`src/rtl/uart_pkg.sv`:
```
// Shared constants and types for the UART receiver: oversampling ratio,
// parity-mode encoding, receiver FSM states and the bit-vote helper.
package uart_pkg;

  localparam int OVERSAMPLE = 16;

  typedef enum logic [1:0] {
    PAR_NONE     = 2'b00,
    PAR_EVEN     = 2'b01,
    PAR_ODD      = 2'b10,
    PAR_NONE_ALT = 2'b11
  } parity_mode_e;

  typedef enum logic [2:0] {
    ST_IDLE,
    ST_START,
    ST_DATA,
    ST_PARITY,
    ST_STOP
  } rx_state_e;

  // 2-of-3 majority over the samples taken at ticks 7, 8 and 9 of a bit.
  function automatic logic vote3(input logic [2:0] s);
    return (s[0] & s[1]) | (s[0] & s[2]) | (s[1] & s[2]);
  endfunction

endpackage

```
`src/rtl/uart_rx_core_if.sv`:
```
// Valid/ready stream carrying the FIFO head word {frame_err, parity_err, data}.
interface uart_rx_core_if #(
  parameter int W = 10
);
  logic [W-1:0] data;
  logic         valid;
  logic         ready;

  modport master (output data, output valid, input  ready);
  modport slave  (input  data, input  valid, output ready);
endinterface

```
`src/rtl/uart_rx_fifo.sv`:
```
// Small synchronous FIFO for received words; reports a dropped push when full.
module uart_rx_fifo #(
  parameter int WIDTH = 10,
  parameter int DEPTH = 4
) (
  input  logic             clk_i,
  input  logic             rst_ni,
  input  logic             push_i,
  input  logic [WIDTH-1:0] wdata_i,
  output logic             drop_o,
  uart_rx_core_if.master   rd
);
  localparam int AW = $clog2(DEPTH);
  localparam logic [AW:0] FULL_CNT = DEPTH[AW:0];

  logic [WIDTH-1:0] mem [DEPTH];
  logic [AW-1:0]    wr_ptr;
  logic [AW-1:0]    rd_ptr;
  logic [AW:0]      count;
  logic             full;
  logic             pop;
  logic             wr_en;

  assign full     = (count == FULL_CNT);
  assign rd.valid = (count != '0);
  assign pop      = rd.valid & rd.ready;
  // A pop in the same cycle frees the slot, so a full FIFO can still accept.
  assign wr_en    = push_i & (~full | pop);
  assign drop_o   = push_i & full & ~pop;
  assign rd.data  = rd.valid ? mem[rd_ptr] : '0;

  // NOTE: storage is deliberately not reset; the valid-gated read covers the empty case.
  always_ff @(posedge clk_i) begin
    if (wr_en) mem[wr_ptr] <= wdata_i;
  end

  always_ff @(posedge clk_i or negedge rst_ni) begin
    if (!rst_ni) begin
      wr_ptr <= '0;
      rd_ptr <= '0;
      count  <= '0;
    end else begin
      if (wr_en) wr_ptr <= wr_ptr + 1'b1;
      if (pop)   rd_ptr <= rd_ptr + 1'b1;
      unique case ({wr_en, pop})
        2'b10:   count <= count + 1'b1;
        2'b01:   count <= count - 1'b1;
        default: ;
      endcase
    end
  end

endmodule

```
`src/rtl/uart_rx_core.sv`:
```
// 16x oversampling UART receiver: synchroniser, prescaler, frame FSM with
// majority voting, error/break detection and an output FIFO.
module uart_rx_core
  import uart_pkg::*;
#(
  parameter int DATA_BITS  = 8,
  parameter int FIFO_DEPTH = 4,
  parameter int DIV_WIDTH  = 16
) (
  input  logic                 clk_i,
  input  logic                 rst_ni,
  input  logic                 rx_i,
  input  logic [DIV_WIDTH-1:0] baud_div_i,
  input  logic [1:0]           parity_mode_i,
  input  logic                 two_stop_i,
  output logic [DATA_BITS-1:0] rx_data_o,
  output logic                 rx_valid_o,
  input  logic                 rx_ready_i,
  output logic                 frame_err_o,
  output logic                 parity_err_o,
  output logic                 overrun_o,
  output logic                 break_o,
  input  logic                 clear_err_i,
  output logic                 busy_o
);
  localparam int WORD_W = DATA_BITS + 2;
  localparam int TICK_W = $clog2(OVERSAMPLE);
  localparam int IDX_W  = $clog2(DATA_BITS);

  logic                 rx_meta, rx_sync, rx_prev;
  rx_state_e            state;
  logic [DIV_WIDTH-1:0] presc;
  logic [TICK_W-1:0]    tick_cnt;
  logic [1:0]           samples;
  logic [IDX_W-1:0]     bit_idx;
  logic [DATA_BITS-1:0] shreg;
  parity_mode_e         par_mode;
  logic                 two_stop_q, stop_idx;
  logic                 frame_err_q, parity_err_q, all_low;
  logic                 push_q, brk_set_q, busy_q;
  logic [WORD_W-1:0]    push_word;
  logic                 overrun_q, break_q, drop;
  logic                 tick, decide, vote, has_parity, exp_par, last_stop;

  assign tick       = (presc == baud_div_i);
  assign decide     = tick && (tick_cnt == TICK_W'(9));
  assign vote       = vote3({samples, rx_sync});
  assign has_parity = (par_mode == PAR_EVEN) || (par_mode == PAR_ODD);
  assign exp_par    = (^shreg) ^ (par_mode == PAR_ODD);
  assign last_stop  = ~two_stop_q | stop_idx;

  // NOTE: sequential state uses non-blocking assignments so every flop samples pre-edge values.
  always_ff @(posedge clk_i or negedge rst_ni) begin
    if (!rst_ni) begin
      rx_meta <= 1'b1;
      rx_sync <= 1'b1;
      rx_prev <= 1'b1;
    end else begin
      rx_meta <= rx_i;
      rx_sync <= rx_meta;
      rx_prev <= rx_sync;
    end
  end

  always_ff @(posedge clk_i or negedge rst_ni) begin
    if (!rst_ni) begin
      state        <= ST_IDLE;
      presc        <= '0;
      tick_cnt     <= '0;
      samples      <= '0;
      bit_idx      <= '0;
      shreg        <= '0;
      par_mode     <= PAR_NONE;
      two_stop_q   <= 1'b0;
      stop_idx     <= 1'b0;
      frame_err_q  <= 1'b0;
      parity_err_q <= 1'b0;
      all_low      <= 1'b0;
      push_q       <= 1'b0;
      brk_set_q    <= 1'b0;
      busy_q       <= 1'b0;
      push_word    <= '0;
    end else begin
      push_q    <= 1'b0;
      brk_set_q <= 1'b0;
      if (state == ST_IDLE) begin
        presc    <= '0;
        tick_cnt <= '0;
        if (rx_prev && !rx_sync) begin
          state      <= ST_START;
          busy_q     <= 1'b1;
          par_mode   <= parity_mode_e'(parity_mode_i);
          two_stop_q <= two_stop_i;
        end
      end else begin
        presc <= tick ? '0 : presc + 1'b1;
        if (tick) begin
          tick_cnt <= tick_cnt + 1'b1;
          if (tick_cnt == TICK_W'(7)) samples[1] <= rx_sync;
          if (tick_cnt == TICK_W'(8)) samples[0] <= rx_sync;
        end
        // Decisions land mid-bit; the tick counter keeps running to the next bit.
        if (decide) begin
          unique case (state)
            ST_START: begin
              if (vote) begin
                state  <= ST_IDLE;
                busy_q <= 1'b0;
              end else begin
                state        <= ST_DATA;
                bit_idx      <= '0;
                stop_idx     <= 1'b0;
                frame_err_q  <= 1'b0;
                parity_err_q <= 1'b0;
                all_low      <= 1'b1;
              end
            end
            ST_DATA: begin
              shreg   <= {vote, shreg[DATA_BITS-1:1]};
              all_low <= all_low & ~vote;
              if (bit_idx == IDX_W'(DATA_BITS - 1)) begin
                state <= has_parity ? ST_PARITY : ST_STOP;
              end else begin
                bit_idx <= bit_idx + 1'b1;
              end
            end
            ST_PARITY: begin
              parity_err_q <= (vote != exp_par);
              all_low      <= all_low & ~vote;
              state        <= ST_STOP;
            end
            ST_STOP: begin
              if (last_stop) begin
                push_q    <= 1'b1;
                push_word <= {frame_err_q | ~vote, parity_err_q, shreg};
                brk_set_q <= stop_idx ? all_low : (all_low & ~vote);
                state     <= ST_IDLE;
                busy_q    <= 1'b0;
              end else begin
                frame_err_q <= ~vote;
                all_low     <= all_low & ~vote;
                stop_idx    <= 1'b1;
              end
            end
            default: begin
              state  <= ST_IDLE;
              busy_q <= 1'b0;
            end
          endcase
        end
      end
    end
  end

  // Sticky flags: a same-cycle set beats clear_err_i.
  always_ff @(posedge clk_i or negedge rst_ni) begin
    if (!rst_ni) begin
      overrun_q <= 1'b0;
      break_q   <= 1'b0;
    end else begin
      if (drop)             overrun_q <= 1'b1;
      else if (clear_err_i) overrun_q <= 1'b0;
      if (brk_set_q)        break_q   <= 1'b1;
      else if (clear_err_i) break_q   <= 1'b0;
    end
  end

  uart_rx_core_if #(.W(WORD_W)) head_if ();

  uart_rx_fifo #(
    .WIDTH(WORD_W),
    .DEPTH(FIFO_DEPTH)
  ) u_fifo (
    .clk_i  (clk_i),
    .rst_ni (rst_ni),
    .push_i (push_q),
    .wdata_i(push_word),
    .drop_o (drop),
    .rd     (head_if.master)
  );

  assign head_if.ready = rx_ready_i;
  assign rx_valid_o    = head_if.valid;
  assign rx_data_o     = head_if.data[DATA_BITS-1:0];
  assign parity_err_o  = head_if.data[DATA_BITS];
  assign frame_err_o   = head_if.data[DATA_BITS+1];
  assign overrun_o     = overrun_q;
  assign break_o       = break_q;
  assign busy_o        = busy_q;

endmodule

```
`config.mk`:
```
export PLATFORM = sky130hd
export DESIGN_NAME = uart_rx_core
export DESIGN_NICKNAME = d
export VERILOG_FILES = /design/src/rtl/uart_pkg.sv /design/src/rtl/uart_rx_core_if.sv /design/src/rtl/uart_rx_fifo.sv /design/src/rtl/uart_rx_core.sv
export SDC_FILE = /design/constraint.sdc
export NUM_CORES = 1
export LEC_CHECK = 0
export CORE_MARGIN = 2
export CORE_UTILIZATION = 51
export DETAILED_ROUTE_END_ITERATION = 6
export PLACE_DENSITY = 0.74
export RECOVER_POWER = 50
export SKIP_CTS_REPAIR_TIMING = 1
export SLEW_MARGIN = 25
export SYNTH_ARGS = -nofsm -noshare
export SYNTH_HDL_FRONTEND = slang
export SYNTH_SLANG_ARGS = --single-unit
```
`constraint.sdc`:
```
create_clock -name clk_i -period 2.3 [get_ports clk_i]
set_clock_uncertainty 0.05 [all_clocks]
set_input_delay 0.46 -clock clk_i [delete_from_list [all_inputs] [get_ports clk_i]]
set_output_delay 0.46 -clock clk_i [all_outputs]
set_load 0.005 [all_outputs]
```
* Word level (Yosys, flattened, before mapping) *
Memories as Yosys holds them, arrays and structs flattened.
Cells that the tools add are included.
Widths: inputs -> output; s select.

word-level totals
  register bits after elaboration = 68
  memory bits (writable) = 40
  input port bits = 24
  output and inout bits = 14
  word-level logic and storage cells = 149
  memories kept = 1

memories
  name        words  width  read ports  clocked after memory_dff  wr ports  RTL line            RTL
  u_fifo.mem  4      10     1           0                         1         uart_rx_fifo.sv:16  logic [WIDTH-1:0] mem [DEPTH];

cells by class
  add/subtract/negate cells = 7
  eq/ne operators = 23
  multiplexer cells = 46
  bitwise operators = 19
  reductions and logical operators = 28

operators by type and width
  cell                   number
  $mux 16                2
  $mux 1                 24
  $mux 3                 8
  $reduce_and 5->1       4
  $add 16x1->16 const B  1
  $eq 16x16->1           1
  $reduce_bool 2->1      8
  $pmux 3 s2             2
  $pmux 3 s4             1
  $reduce_and 4->1       3
  $mux 10                1
  $eq 3x3->1 const B     3
  $ne 3x3->1 const B     3
  $reduce_and 3->1       3
  $and 1x1->1            8
  $eq 4x4->1 const B     2
  $mux 4                 2
  $reduce_xor 8->1       1
  $add 3x1->3 const B    2
  $eq 3x2->1 const B     2
  $ne 2x2->1 const B     3
  $pmux 1 s2             3
  $pmux 1 s3             2
  $reduce_bool 3->1      2
  other kinds (19)       32

* Depth between registers and ports, before layout *
  depth in word-level cells = 10
  gate-level depth with buffers = 10
  mapped depth without buffers = 9

* Cells and area by module *
Synthesis repeated with hierarchy kept, for this count alone.

second synthesis, totals
  cells, all modules = 388
  area total of the unflattened synthesis = 5092.4 um2

by module, submodules not included
  module        instances  cells each  area each (um2)  sequential area each (um2)
  uart_rx_core  1          271         3042.9           1530.2
  uart_rx_fifo  1          117         2049.5           1376.3

* Least setup slack after synthesis *
Ideal clock, no wire load.

  path type = input-to-reg
  start = input port rx_ready_i
  end = register u_fifo.count[2]
  setup time = 0.079 ns
  arrival = 2.018 ns
  required time = 2.171 ns
  path slack = 0.153 ns
  stages = 10
  cell sequence = nor4b_1 -> nor2b_1 -> clkbuf_1 -> inv_1 -> ha_1 -> inv_1 -> fa_1 -> xor2_1 -> nor2_1 -> xor2_1

between the ends
  word-level cells in the longest chain between the ends = 5

ends and longest elaborated chain
  what                                                    RTL line            RTL
  from (decl)                                             uart_rx_core.sv:18  input logic rx_ready_i,
  $and 1x1->1 *                                           uart_rx_fifo.sv:26  assign pop = rd.valid & rd.ready;
  $or 1x1->1                                              uart_rx_fifo.sv:28  assign wr_en = push_i & (~full | pop);
  $and 1x1->1                                             uart_rx_fifo.sv:28
  $eq 2x1->1 / $eq 2x2->1 (equally long branches)         uart_rx_fifo.sv:45  unique case ({wr_en, pop})
  $pmux 3 s2 / $reduce_bool 2->1 (equally long branches)  n/a
  to (signal assigned)                                    uart_rx_fifo.sv:46  2'b10: count <= count + 1'b1;
  to (signal assigned)                                    uart_rx_fifo.sv:47  2'b01: count <= count - 1'b1;
  to (decl)                                               uart_rx_fifo.sv:19  logic [AW:0] count;

Mark *: on every way between the ends. The rest lies on a longest branch, timed or not.
A chain may end at the register's enable or synchronous reset.

* Worst setup path after layout *
  start = register u_fifo.rd_ptr[0]
  end = output port rx_data_o[1]

between the ends
  word-level cells in the longest chain between the ends = 2

ends and longest elaborated chain
  what                    RTL line            RTL
  from (decl)             uart_rx_fifo.sv:18  logic [AW-1:0] rd_ptr;
  from (signal assigned)  uart_rx_fifo.sv:44  if (pop) rd_ptr <= rd_ptr + 1'b1;
  $mem_v2 4x10            n/a
  $mux 10                 uart_rx_fifo.sv:30  assign rd.data = rd.valid ? mem[rd_ptr] : '0;
  to (decl)               uart_rx_core.sv:16  output logic [DATA_BITS-1:0] rx_data_o,

No other way between the ends.

==> impl_metrics.csv <==
group,metric,value,unit
run_status,status,"complete, but fails checks",
run_status,violations,"max-capacitance violations, max-slew violations, negative setup slack",
detailed_routing,vias_per_cell,5.162,
floorplan,num_io_pins,38,
cells_and_area,nets,482,
logic_synthesis,syn_inst,372,
floorplan,die_area,10530,um^2
critical_path,startpoint,"u_fifo.rd_ptr[0]$_DFFE_PN0P_",
cells_and_area,stdcell_count,579,
sta,rsz0062_at_grt,"true",
cts,insertion_delay,0.38,ns
detailed_routing,postRouteAntennaNets,0,
detailed_routing,met2_length,4.249,mm
logic_synthesis,synth_nets,409,
critical_path,worstPathRequired,1.79,ns
global_routing,grt_usage,17.25,%
critical_path,arrival,1.81,ns
sta,fmax,430.4,MHz
detailed_routing,wirelength,8.534,mm
cts,clockRootBuffer,"clkbuf_8",
placed_design,port_buffers,37,
sta,timing.hold.ws,0.3164,ns
placed_design,dpl.hpwl,5.752,mm
cts,clock-sinks,108,
detailed_routing,wl_met3,282,um
critical_path,cp-start-kind,"register",
detailed_routing,top_layer,"met4",
floorplan,coreArea,9328,um^2
logic_synthesis,syn-cell-area,4961,um^2
cts,cts_tree,"done",
logic_synthesis,avgSynthCellArea,13.34,um^2
detailed_routing,m1WireLength,3.938,mm
floorplan,fp.dieH,102.6,um
global_routing,antenna_found_initial,0,
floorplan,start_util,53.19,%
logic_synthesis,synth_edf_count,40,
cells_and_area,syn2layout_area_growth,22.88,%
detailed_routing,first_pass_iters,4,
pwr,power_density,808.1,nW/um^2
sta,report.final.slew_viol_count,69,
logic_synthesis,yosysMostFrequentCell,"dfrtp_1",
sta,setup_viol,2,
floorplan,rows,35,
logic_synthesis,synth_ff_type,"dfrtp_1",
global_routing,grt_max_degree,69,
logic_synthesis,ys_seq_elements,108,
logic_synthesis,synth_top_cell_area_share,32.79,%
critical_path,reg2reg_depth,7,
critical_path,r2r-start,"presc[11]$_DFF_PN0_",
detailed_routing,routed-via-count,2989,
critical_path,r2r_slack,0.09,ns
flow_run,cap_violations,1,
detailed_routing,drtIter0Drc,90,
detailed_routing,route.detailed.drc,0,
cts,clockBufferDepth,2,
sta,tns,-0.03479,ns
logic_synthesis,synthTopCellsByArea,"dfrtp_1 33%, edfxtp_1 24%, xor2_1 4.8%, mux4_2 4.5%, mux2_2 4.3%",
critical_path,critPathCapture,"rx_data_o[1]",
global_routing,grt_overflow_total,0,
sta,tightest_slew,1.615,ns
detailed_routing,routedWlPerCell,14.74,um
logic_synthesis,ys_warn_count,0,
cts,htreeDepth,3,
cells_and_area,drive_gt1_share,27.56,%
pwr,leakagePower,0.002681,uW
pwr,vdd_drop_max,533.7,uV
placed_design,gp_congestion,0.8368,
critical_path,critPathMaxFanout,3,
critical_path,reg2reg_to,"push_word[5]$_DFFE_PN0P_",
sta,layout_setup_ws,-0.02326,ns
sta,relSlewSlack,-7.681,%
sta,final.min_clock_period,2.323,ns
logic_synthesis,synth_cell_types,49,
cts,numCtsBuffers,9,
critical_path,endpoint_kind,"output pin",
critical_path,worstSetupPathType,"reg2out",
placed_design,place_ws,-0.3768,ns
placed_design,dp.cells,552,
cts,path_clk_slew,0.11,ns
sta,period_share,101.0,%
logic_synthesis,yosys.area.top_type,"dfrtp_1",
logic_synthesis,ys_top_cells_by_count,"65 x dfrtp_1, 40 x edfxtp_1, 27 x nor2_1, 27 x xor2_1",
sta,finalHoldViolations,0,
hold_path,holdCritPathClass,"reg2reg",
global_routing,grt_pass1_vias,2891,
cells_and_area,antenna_cells,0,
global_routing,grt_pass1_wl,14.01,mm
logic_synthesis,synthArstFlopShare,62.96,%
logic_synthesis,ys_seq_area_share,58.59,%
floorplan,die_w,102.6,um
[per-layer routing]
| metal | GRT usage [%] | up-vias |
|---|---|---|
| li1 | - | 1457 |
| met5 | 0 | - |
| met4 | 4.615 | 0 |
| met1 | 23.73 | 1475 |
| met3 | 4.000 | 6 |
| met2 | 27.90 | 51 |
[logic make-up after synthesis]
family / count (synthesis) / share of synthesized area [%]
XOR/XNOR: 46 / 8.121
AO/OA/AOI/OAI: 28 / 3.783
flip-flops: 108 / 58.59
AND/OR/NAND/NOR: 106 / 11.63
buffers and inverters: 32 / 2.774
multiplexers: 38 / 11.48
adder cells (fa/ha/maj): 14 / 3.632
[cell usage in the layout (no fill, tap or decap), types with 9 or more instances in the layout]
| cell | n |
|---|---|
| clkbuf_8 | 9 |
| edfxtp_1 | 40 |
| nand2_1 | 13 |
| nor2_1 | 27 |
| clkdlybuf4s50_1 | 25 |
| ha_1 | 12 |
| nor3_1 | 9 |
| mux4_2 | 10 |
| clkbuf_2 | 10 |
| xor2_1 | 27 |
| dfrtp_1 | 63 |
| buf_4 | 23 |
| mux2_2 | 19 |
| xnor2_1 | 19 |
| inv_1 | 18 |
| o21ai_0 | 9 |
[how the worst min path moves through the flow]
stage	start	end	slack (ns)	depth (start not counted)
3_3_place_gp	rx_meta$_DFF_PN1_	rx_sync$_DFF_PN1_	0.30	0
6_report	rx_meta$_DFF_PN1_	rx_sync$_DFF_PN1_	0.32	0
4_1_cts	rst_ni	presc[4]$_DFF_PN0_	0.04	2
2_1_floorplan	rst_ni	all_low$_DFFE_PN0P_	0.11	0
3_5_place_dp	rx_meta$_DFF_PN1_	rx_sync$_DFF_PN1_	0.30	0
5_1_grt	rx_meta$_DFF_PN1_	rx_sync$_DFF_PN1_	0.32	0
[report_power, final]
group	internal, uW	switching, uW	total (uW)
logic	878	558	1440
registers	2120	139	2260
clock network	540	692	1230
[cell type report]
cell class | count | area (um^2)
clock buffers | 9 | 123.9
flip-flops and latches | 108 | 2909
fillers | 698 | 3232
well taps | 129 | 161.4
clock inverters | 7 | 92.59
multi-input cells | 232 | 1982
repair buffers | 76 | 759.5
inverters | 18 | 67.56
[critical path: stages (launching register included)]
cell and delay (ns):
dfrtp_2 0.44, clkbuf_16 0.16, buf_6 0.09, mux4_2 0.49, and2_1 0.16, clkbuf_2 0.11
[through the flow]
step	util (%)	total power [uW]	area (um^2)
6_report	65.35	4926	6096
3_5_place_dp	61.41	3513	5728
5_1_grt	65.35	5185	6096
4_1_cts	63.73	4741	5944
2_1_floorplan	-	2965	4961
3_3_place_gp	61.41	3471	5728
[registers in the layout, indices dropped and copies added (netlist names), 2 cells and up]
name           count
u_fifo.rd_ptr      2
tick_cnt           4
state              3
u_fifo.mem        40
par_mode           2
samples            2
u_fifo.count       3
push_word         10
u_fifo.wr_ptr      2
presc             16
bit_idx            3
shreg              8
(Power assumes the default switching activity.)
